**config.mk**
```make
export PLATFORM = sky130hd
export DESIGN_NAME = pc_seq
export DESIGN_NICKNAME = d
export VERILOG_FILES = /design/src/rtl/pc_seq_pkg.sv /design/src/rtl/pc_seq_ret_stack.sv /design/src/rtl/pc_seq.sv
export SDC_FILE = /design/constraint.sdc
export NUM_CORES = 1
export LEC_CHECK = 0
export ABC_AREA = 1
export CAP_MARGIN = 20
export CORE_UTILIZATION = 42
export CTS_BUF_LIST = sky130_fd_sc_hd__clkbuf_2
export DETAILED_ROUTE_END_ITERATION = 16
export HOLD_SLACK_MARGIN = 0.03
export PLACE_DENSITY = 0.79
export SYNTH_ARGS = -nofsm -noshare
export SYNTH_HDL_FRONTEND = slang
export SYNTH_HIERARCHICAL = 1
export SYNTH_SLANG_ARGS = --single-unit
```
**constraint.sdc**
```tcl
create_clock -name clock -period 1.5 [get_ports clock]
set_input_delay 0.45 -clock clock [delete_from_list [all_inputs] [get_ports clock]]
set_output_delay 0.45 -clock clock [all_outputs]
set_load 0.02 [all_outputs]
```
**src/rtl/pc_seq_pkg.sv**
```systemverilog
// -----------------------------------------------------------------------------
// pc_seq_pkg
//   Shared definitions for the program-sequencing unit: default widths,
//   opcode constants, the decoded-operation enum and the opcode decoder.
//   Optional feature macro used by the slice: PC_SEQ_RET_STACK_EN.
// -----------------------------------------------------------------------------
package pc_seq_pkg;

    // Default widths
    localparam int OPC_W_DEF       = 4;
    localparam int IMM_W_DEF       = 4;
    localparam int DBUS_W_DEF      = 8;
    localparam int STACK_DEPTH_DEF = 4;

    // Branch opcodes (all other opcodes are sequential)
    localparam logic [3:0] OP_JMP  = 4'hF;
    localparam logic [3:0] OP_JNC  = 4'hE;
    localparam logic [3:0] OP_JC   = 4'hD;
    localparam logic [3:0] OP_CALL = 4'hC;
    localparam logic [3:0] OP_RET  = 4'hB;

    typedef enum logic [2:0] {
        OPK_NONE = 3'd0,
        OPK_JMP  = 3'd1,
        OPK_JNC  = 3'd2,
        OPK_JC   = 3'd3,
        OPK_CALL = 3'd4,
        OPK_RET  = 3'd5
    } op_e;

    // Opcode arrives zero-extended to 8 bits so wider opcode fields never
    // alias onto the branch codes.
    function automatic op_e decode_op(input logic [7:0] opc);
        op_e kind;
        case (opc)
            {4'h0, OP_JMP}:  kind = OPK_JMP;
            {4'h0, OP_JNC}:  kind = OPK_JNC;
            {4'h0, OP_JC}:   kind = OPK_JC;
            {4'h0, OP_CALL}: kind = OPK_CALL;
            {4'h0, OP_RET}:  kind = OPK_RET;
            default:         kind = OPK_NONE;
        endcase
        return kind;
    endfunction

endpackage

```
**src/rtl/pc_seq_ret_stack.sv**
```systemverilog
// -----------------------------------------------------------------------------
// pc_ret_stack
//   DEPTH x W hardware return stack (LIFO) built as a circular buffer.
//   A push on a full stack overwrites the oldest entry and sets err; a pop on
//   an empty stack leaves the stack unchanged and sets err. err is sticky
//   until reset.
// Ports
//   clock, reset  rising-edge clock, asynchronous active-high reset
//   push, pop     one-cycle strobes (never both high)
//   wdata         value pushed
//   rdata         current top of stack (valid when !empty)
//   empty, full   occupancy flags
//   err           sticky over/underflow flag
// -----------------------------------------------------------------------------
module pc_ret_stack #(
    parameter int DEPTH = 4,
    parameter int W     = 12
) (
    input  logic         clock,
    input  logic         reset,
    input  logic         push,
    input  logic         pop,
    input  logic [W-1:0] wdata,
    output logic [W-1:0] rdata,
    output logic         empty,
    output logic         full,
    output logic         err
);

    localparam int IDX_W = $clog2(DEPTH);
    localparam int CNT_W = $clog2(DEPTH + 1);

    logic [W-1:0]     mem_r [DEPTH];
    logic [IDX_W-1:0] wr_idx_r;   // next free slot; wraps, so a full push lands on the oldest entry
    logic [IDX_W-1:0] top_idx_s;
    logic [CNT_W-1:0] cnt_r;      // occupancy 0..DEPTH
    logic             err_r;

    assign top_idx_s = wr_idx_r - IDX_W'(1);
    assign rdata     = mem_r[top_idx_s];
    assign empty     = (cnt_r == CNT_W'(0));
    assign full      = (cnt_r == CNT_W'(DEPTH));
    assign err       = err_r;

    // Pointer, occupancy and sticky error state
    always_ff @(posedge clock or posedge reset) begin
        if (reset) begin
            wr_idx_r <= IDX_W'(0);
            cnt_r    <= CNT_W'(0);
            err_r    <= 1'b0;
        end else if (push) begin
            wr_idx_r <= wr_idx_r + IDX_W'(1);
            if (full) begin
                err_r <= 1'b1;
            end else begin
                cnt_r <= cnt_r + CNT_W'(1);
            end
        end else if (pop) begin
            if (empty) begin
                err_r <= 1'b1;
            end else begin
                wr_idx_r <= top_idx_s;
                cnt_r    <= cnt_r - CNT_W'(1);
            end
        end else begin
            wr_idx_r <= wr_idx_r;
        end
    end

    // Storage array; contents are don't-care after reset
    always_ff @(posedge clock) begin
        if (push) begin
            mem_r[wr_idx_r] <= wdata;
        end
    end

endmodule

```
**src/rtl/pc_seq.sv**
```systemverilog
// -----------------------------------------------------------------------------
// pc_seq
//   Program-sequencing unit: holds the fetch PC, decodes the execute-stage
//   opcode, resolves JMP/JNC/JC/CALL/RET and flags a fetch flush on every
//   taken redirect.
//   Optional feature: define PC_SEQ_RET_STACK_EN to build the hardware return
//   stack. Without it CALL acts as JMP, RET is sequential and stack_err is 0.
// Ports
//   clock, reset     rising-edge clock, asynchronous active-high reset
//   instr_valid      instruction_out holds a real instruction
//   instruction_out  {opcode, immediate}
//   D_BUS            low target bits
//   cflag            ALU carry flag
//   stall            hold PC/stack, suppress redirects
//   address          registered PC
//   flush            combinational: discard the fetched instruction
//   stack_err        sticky return-stack over/underflow
// -----------------------------------------------------------------------------
module pc_seq
    import pc_seq_pkg::*;
#(
    parameter int OPC_W       = OPC_W_DEF,
    parameter int IMM_W       = IMM_W_DEF,
    parameter int DBUS_W      = DBUS_W_DEF,
    parameter int STACK_DEPTH = STACK_DEPTH_DEF
) (
    input  logic                      clock,
    input  logic                      reset,
    input  logic                      instr_valid,
    input  logic [OPC_W+IMM_W-1:0]    instruction_out,
    input  logic [DBUS_W-1:0]         D_BUS,
    input  logic                      cflag,
    input  logic                      stall,
    output logic [IMM_W+DBUS_W-1:0]   address,
    output logic                      flush,
    output logic                      stack_err
);

    localparam int ADDR_W = IMM_W + DBUS_W;
    localparam int INST_W = OPC_W + IMM_W;

    if ((STACK_DEPTH < 2) || ((STACK_DEPTH & (STACK_DEPTH - 1)) != 0)) begin : g_depth_check
        $error("pc_seq: STACK_DEPTH must be a power of two >= 2");
    end

    logic [OPC_W-1:0]  opc_s;
    op_e               op_s;
    logic [ADDR_W-1:0] target_s;
    logic [ADDR_W-1:0] seq_s;
    logic [ADDR_W-1:0] next_s;
    logic              taken_s;
    logic              valid_s;
    logic [ADDR_W-1:0] address_r;

    assign opc_s    = instruction_out[INST_W-1 -: OPC_W];
    assign op_s     = decode_op(8'(opc_s));
    assign target_s = {instruction_out[IMM_W-1:0], D_BUS};
    assign seq_s    = address_r + ADDR_W'(1);
    assign valid_s  = instr_valid & ~stall;

`ifdef PC_SEQ_RET_STACK_EN
    logic              push_s;
    logic              pop_s;
    logic [ADDR_W-1:0] rdata_s;
    logic              empty_s;
    logic              full_s;
    logic              err_s;

    // RET with an empty stack still strobes pop so the stack records the underflow
    assign push_s = valid_s & (op_s == OPK_CALL);
    assign pop_s  = valid_s & (op_s == OPK_RET);

    pc_ret_stack #(
        .DEPTH (STACK_DEPTH),
        .W     (ADDR_W)
    ) u_ret_stack (
        .clock (clock),
        .reset (reset),
        .push  (push_s),
        .pop   (pop_s),
        .wdata (seq_s),
        .rdata (rdata_s),
        .empty (empty_s),
        .full  (full_s),
        .err   (err_s)
    );

    assign stack_err = err_s;
`else
    assign stack_err = 1'b0;
`endif

    // Next-PC selection and taken decision
    always_comb begin
        next_s  = seq_s;
        taken_s = 1'b0;
        if (valid_s) begin
            case (op_s)
                OPK_JMP: begin
                    next_s  = target_s;
                    taken_s = 1'b1;
                end
                OPK_JNC: begin
                    if (cflag == 1'b0) begin
                        next_s  = target_s;
                        taken_s = 1'b1;
                    end else begin
                        next_s  = seq_s;
                        taken_s = 1'b0;
                    end
                end
                OPK_JC: begin
                    if (cflag == 1'b1) begin
                        next_s  = target_s;
                        taken_s = 1'b1;
                    end else begin
                        next_s  = seq_s;
                        taken_s = 1'b0;
                    end
                end
                OPK_CALL: begin
                    next_s  = target_s;
                    taken_s = 1'b1;
                end
`ifdef PC_SEQ_RET_STACK_EN
                OPK_RET: begin
                    if (!empty_s) begin
                        next_s  = rdata_s;
                        taken_s = 1'b1;
                    end else begin
                        next_s  = seq_s;
                        taken_s = 1'b0;
                    end
                end
`endif
                default: begin
                    next_s  = seq_s;
                    taken_s = 1'b0;
                end
            endcase
        end else begin
            next_s  = seq_s;
            taken_s = 1'b0;
        end
    end

    // Flush is masked during reset so a pending redirect is dropped cleanly
    assign flush = valid_s & taken_s & ~reset;

    // PC register; stall freezes it
    always_ff @(posedge clock or posedge reset) begin
        if (reset) begin
            address_r <= ADDR_W'(0);
        end else if (!stall) begin
            address_r <= next_s;
        end else begin
            address_r <= address_r;
        end
    end

    assign address = address_r;

endmodule

```
==> results of run 1 <==
cell usage in the layout (no fill, tap or decap), types with 3 or more instances in the layout:
cell	instances
nand2_2	3
nor2_1	14
a21oi_1	4
o21ai_0	4
buf_6	3
inv_1	13
dfrtp_1	12
clkbuf_2	9
nand4_1	4
a21oi_2	7
dlygate4sd2_1	9
nand3_1	13
buf_4	24
clkdlybuf4s50_1	13
nand2_1	30
layer usage:
layer  wire, um  global-route usage  vias up
met1       1120               0.286      508
met2       1430               0.438       41
li1           -                   -      557
met5          0                   0        -
met3        153              0.0273        5
met4         26              0.0880        0
worst register-to-register path: stages, from the launching register on:
cell and delay [ns]:
dfrtp_1 0.43, buf_4 0.15, nand2_1 0.10, nor2_4 0.06
or2_2 0.28, nand3_1 0.10, nand3_1 0.06, o21ai_0 0.07
inv_1 0.05
through the flow:
stage | util | cells | hold WS (ns) | total power [mW]
global route | 0.684 | 221 | 0.536 | 1.92
global placement | 0.675 | 215 | 0.573 | 1.61
floorplan | - | 137 | 0.315 | 1.13
CTS | 0.683 | 220 | 0.538 | 1.76
detailed placement | 0.675 | 215 | 0.584 | 1.65
finish | 0.684 | 221 | 0.524 | 1.79
cell type report:
type                       count  area [um^2]
sequential                    12          300
inverter                      17         73.8
fill                         197          699
timing repair buffer          57          468
tap                           28         35.0
multi-input combinational    104          621
clock buffer                   3         15.0
final timing paths:
check,slack [ns],startpoint,cells past startpoint,endpoint
worst max-delay path,-0.09,reset,3,flush
worst min-delay path,0.52,reset,3,address[11]
worst max register to register,0.08,address[1],8,address[3]
worst min register to register,0.60,address[6],3,address[6]
max in group asynchronous,0.79,reset,3,address[3]
min in group clock,0.58,stall,4,address[2]
cells by family after synthesis:
kind of cell    Yosys count
buf+inv                  21
fa+ha+maj                 1
xor+xnor                  2
flops                    12
compound gates           23
simple gates             77
other cells               1
where the power goes:
| group | switching [mW] | internal, mW | total, mW | leakage (nW) |
|---|---|---|---|---|
| logic | 0.630 | 0.494 | 1.12 | 0.586 |
| clock network | 0.118 | 0.0545 | 0.172 | 0.0125 |
| registers | 0.0622 | 0.426 | 0.488 | 0.132 |
| total | 0.810 | 0.975 | 1.79 | 0.731 |
repair_timing:
item                                    CTS  global route
resized for setup                        40            19
pin swaps                                 6             5
setup buffers                             2             1
endpoints found under the setup margin   25             8
endpoints found under the hold margin     0             0
==> summary.txt, run 1 <==
Run status
  – Run status: finished, violations left
  – Failing checks: setup timing

STA
  – RSZ-0062 raised after global routing: yes
  – Clock Skew: 0.0195 ns
  – Fin crit share: 1.06
  – Final Hold Vio Count: 0
  – Max-slew violations: 0
  – Minimum clock period after layout: 1.59 ns
  – Top achievable clock speed: 0.628 GHz
  – Slack of the critical path: -0.0922 ns
  – Count of final setup violators: 1
  – Setup TNS: -0.0922 ns

Routing
  – Drt pass-1 iters: 4
  – Post-route ant nets: 0
  – Iteration-0 DRC Markers: 34
  – Total number of vias: 1,111
  – DRC viols: 0
  – Mean routed wirelength per cell: 12.4 um
  – Total routed wirelength: 2730 um
  – DR vias/cell: 5.03

Floorplan
  – Row count: 17
  – Die X: 50.5 um
  – Die height: 50.5 um
  – Total I/O pin count: 35
  – Core Region: 0.00221 mm^2
  – Initial Util: 0.446
  – Die ar.: 0.00255 mm^2

Global routing
  – Largest net degree at the start of global routing: 16
  – First-pass GRT wire length: 4650 um
  – Initial antenna violation count: 0
  – Global-route usage over all layers: 0.240
  – Vias in the first global route: 1,095
  – GRT overflow: 0

Synth
  – Area share of the leading cell type in the synthesized netlist: 0.305
  – XOR/XNOR Fraction of Synth Area: 0.0178
  – Mapped Cells: 137
  – Syn_nets: 159
  – Post-synth top cells: nand2_1, inv_1, nor2_1
  – Synth top area cells: dfrtp_1, nand2_1, nand3_1
  – Yosys top cell by area: dfrtp_1
  – Synth cell types: 30
  – Post-synthesis mux area share: 0
  – Ys Warns: 6
  – EDFF count, synth: 0
  – Most common cell in the netlist: nand2_1
  – Synth Area in Compound Gates: 0.165
  – Post-synthesis adder-cell area fraction: 0.0127
  – Post-Synth Simple-Gate Area: 0.391
  – Mapped Area: 986 um^2
  – Synth Flop Type: dfrtp_1
  – Seq/Total Area, Yosys: 0.305
  – Avg Cell Area, Syn: 7.20 um^2
  – Largest family of logic cells by synthesized area: simple AND/OR/NAND/NOR gates
  – Async SR Flop Fraction: 1.00
  – FF+latch count, synth: 12

Clock network
  – Cts hold-fix bufs: 0
  – Inserted Clock Buffers: 3
  – Clk root buf: clkbuf_2
  – TritonCTS clock tree: built
  – Worst-path clk slew: 0.14 ns
  – CTS max path bufs: 2
  – CTS sink cnt: 12
  – CTS H-tree depth: 1
  – Clock insertion delay at the later pin of the skew report: 0.28 ns

Placed design
  – Placed Area: 0.00149 mm^2
  – HPWL after detailed placement: 2000 um
  – Final GP Congestion: 0.826
  – PortBufs: 33
  – Pre-CTS setup slack: -1.04 ns

Pwr
  – Cell Pwr Density: 1180 mW/mm^2
  – Max VDD drop: 0.939 mV
  – Leakage: 0.731 nW

Setup path
  – CP max FO: 2
  – Critical path class: in2out
  – CP endpoint kind: primary output
  – Crit path buf inv count: 2
  – CP arrival: 1.14 ns
  – Worst Path Required: 1.05 ns
  – Crit path largest cell delay: 0.52 ns
  – Cell chain of the critical path: clkdlybuf4s50_1 -> nor2_4 -> buf_6
  – Setup crit start kind: input pin
  – Slowest CP cell: clkdlybuf4s50_1
  – CP top delay family: buffers and inverters

Cells and area
  – Max reg flops: 12
  – N_diodes: 0
  – Post-route cell area: 0.00151 mm^2
  – Synth-to-layout area growth: 53.4%
  – Proportion of layout cells with a drive suffix above 1: 0.342
  – Final net count: 217

Worst hold path
  – Worst min path class: in2async

Job
  – Max_cap viols: 0
(Power assumes the default switching activity.)
==> inputs of run 2 (changes only) <==
- PLACE_DENSITY: 0.79 -> unset
- PLACE_DENSITY_LB_ADDON: unset -> 0.3
==> run 2 against run 1 <==
The run still ends with setup timing left. Sequential cell count unchanged. Clock skew down 0.017 ns. Fmax rose by 1.7%. Register-to-register slack better by 0.06 ns. Critical path depth is 4 higher. Non-clock buffer count down 1. Sequential power about the same. Wire length fell by 0.26%. Utilization up 1.5 points. Critical endpoint unchanged.
==> summary.txt, run 2 (synthesis results as in run 1) <==
Setup path
  – CP endpoint kind: primary output
  – Critical path class: in2out
  – Setup crit start kind: input pin
  – CP arrival: 1.11 ns
  – CP max FO: 2
  – Reg2reg start: address[2]
  – Crit path from: stall
  – Worst Path Required: 1.05 ns

Global routing
  – Global-route usage over all layers: 0.243
  – Largest net degree at the start of global routing: 16
  – First-pass GRT wire length: 4640 um
  – Initial antenna violation count: 0
  – Vias in the first global route: 1,100
  – GRT overflow: 0

Floorplan
  – Die ar.: 0.00255 mm^2
  – Die X: 50.5 um
  – Row count: 17
  – Initial Util: 0.446
  – Total I/O pin count: 35
  – Core Region: 0.00221 mm^2
  – Die height: 50.5 um

Clock network
  – Inserted Clock Buffers: 3
  – CTS sink cnt: 12
  – CTS H-tree depth: 1
  – Clk root buf: clkbuf_2
  – Clock insertion delay at the later pin of the skew report: 0.26 ns
  – TritonCTS clock tree: built
  – CTS max path bufs: 2
  – Worst-path clk slew: 0.13 ns

STA
  – Final Hold Vio Count: 0
  – Count of final setup violators: 1
  – Top achievable clock speed: 0.639 GHz
  – Clock Skew: 0.00278 ns
  – Final hold slack: 0.223 ns
  – RSZ-0062 raised after global routing: yes
  – Fin crit share: 1.04
  – Minimum clock period after layout: 1.56 ns
  – Slack of the critical path: -0.0649 ns
  – Max-slew violations: 0

Cells and area
  – Proportion of layout cells with a drive suffix above 1: 0.356
  – N_diodes: 0
  – Synth-to-layout area growth: 56.9%
  – Most frequent cells in the layout: nand2_1, buf_4, nor2_1
  – Max reg flops: 12
  – Final net count: 217
  – Commonest non-fill, non-tap cell in the layout: nand2_1
  – Non-filler instance count after layout: 222

Routing
  – DRC viols: 0
  – DR vias/cell: 5.07
  – Post-route ant nets: 0
  – Iteration-0 DRC Markers: 8
  – Total number of vias: 1,126
  – Total routed wirelength: 2730 um
  – Drt pass-1 iters: 4
  – Mean routed wirelength per cell: 12.3 um

Worst hold path
  – Worst min path class: in2async

Run status
  – Failing checks: setup timing
  – Run status: finished, violations left

Placed design
  – HPWL after detailed placement: 2140 um
  – Final GP Congestion: 0.825
  – PortBufs: 33
  – Dpl cells: 216

Pwr
  – Cell Pwr Density: 1150 mW/mm^2
  – Max VDD drop: 0.841 mV
  – Leakage: 0.733 nW

Job
  – Max_cap viols: 0
[run 2: per-stage QoR]
stage                     utilization  TNS (ns)  power (mW)  instance area, um^2  setup WS, ns
after floorplan                     -    -0.178        1.13                 1010        -0.178
after global placement          0.678     -6.91        1.62                 1500         -1.03
after detailed placement        0.678     -7.30        1.66                 1500         -1.03
after CTS                       0.692    -0.154        1.76                 1530        -0.154
after global routing            0.699   -0.0919        1.93                 1550       -0.0919
final                           0.699   -0.0649        1.78                 1550       -0.0649
[run 2: layer usage]
metal	up-vias	track usage	share of wire	wire, um
met5	-	0	0	0
met4	0	0.0787	0.012	34
met3	4	0.0455	0.035	96
met2	26	0.473	0.53	1440
met1	529	0.257	0.42	1160
li1	567	-	-	-
[run 2: timing repair]
| item | 4_1_cts | 5_1_grt |
|---|---|---|
| hold endpoints to repair | 0 | 0 |
| endpoints found under the setup margin | 25 | 9 |
| cloned | 1 | 0 |
| hold buffers | 0 | 0 |
| pin swaps | 6 | 6 |
| resized for setup | 42 | 31 |
| buffers inserted | 1 | 0 |
[run 2: cell type report]
class / count / area (um^2)
sequential: 12 / 300
clock inverter: 1 / 3.75
timing repair buffer: 56 / 472
fill: 196 / 666
multi-input combinational: 105 / 644
tap: 28 / 35.0
clock buffer: 3 / 15.0
inverter: 17 / 76.3
[run 2: critical path, stage by stage]
cell	delay [ns]
buf_8	0.11
inv_8	0.05
nand2_8	0.04
inv_2	0.04
nand4_1	0.16
nor2_4	0.15
buf_6	0.12
[run 2: path summary, 6_finish.rpt]
check | slack [ns] | to | cells past startpoint
max in group asynchronous | 1.13 | address[5] | 3
hold reg to reg | 0.62 | address[6] | 3
min in group clock | 0.58 | address[4] | 3
setup reg to reg | 0.14 | address[3] | 8
hold / removal | 0.22 | address[8] | 3
setup / recovery | -0.06 | flush | 7
[run 2: report_power, final]
| group | switching [mW] | internal, mW |
|---|---|---|
| registers | 0.0624 | 0.426 |
| clock network | 0.113 | 0.0580 |
| logic | 0.631 | 0.492 |
| total | 0.807 | 0.976 |
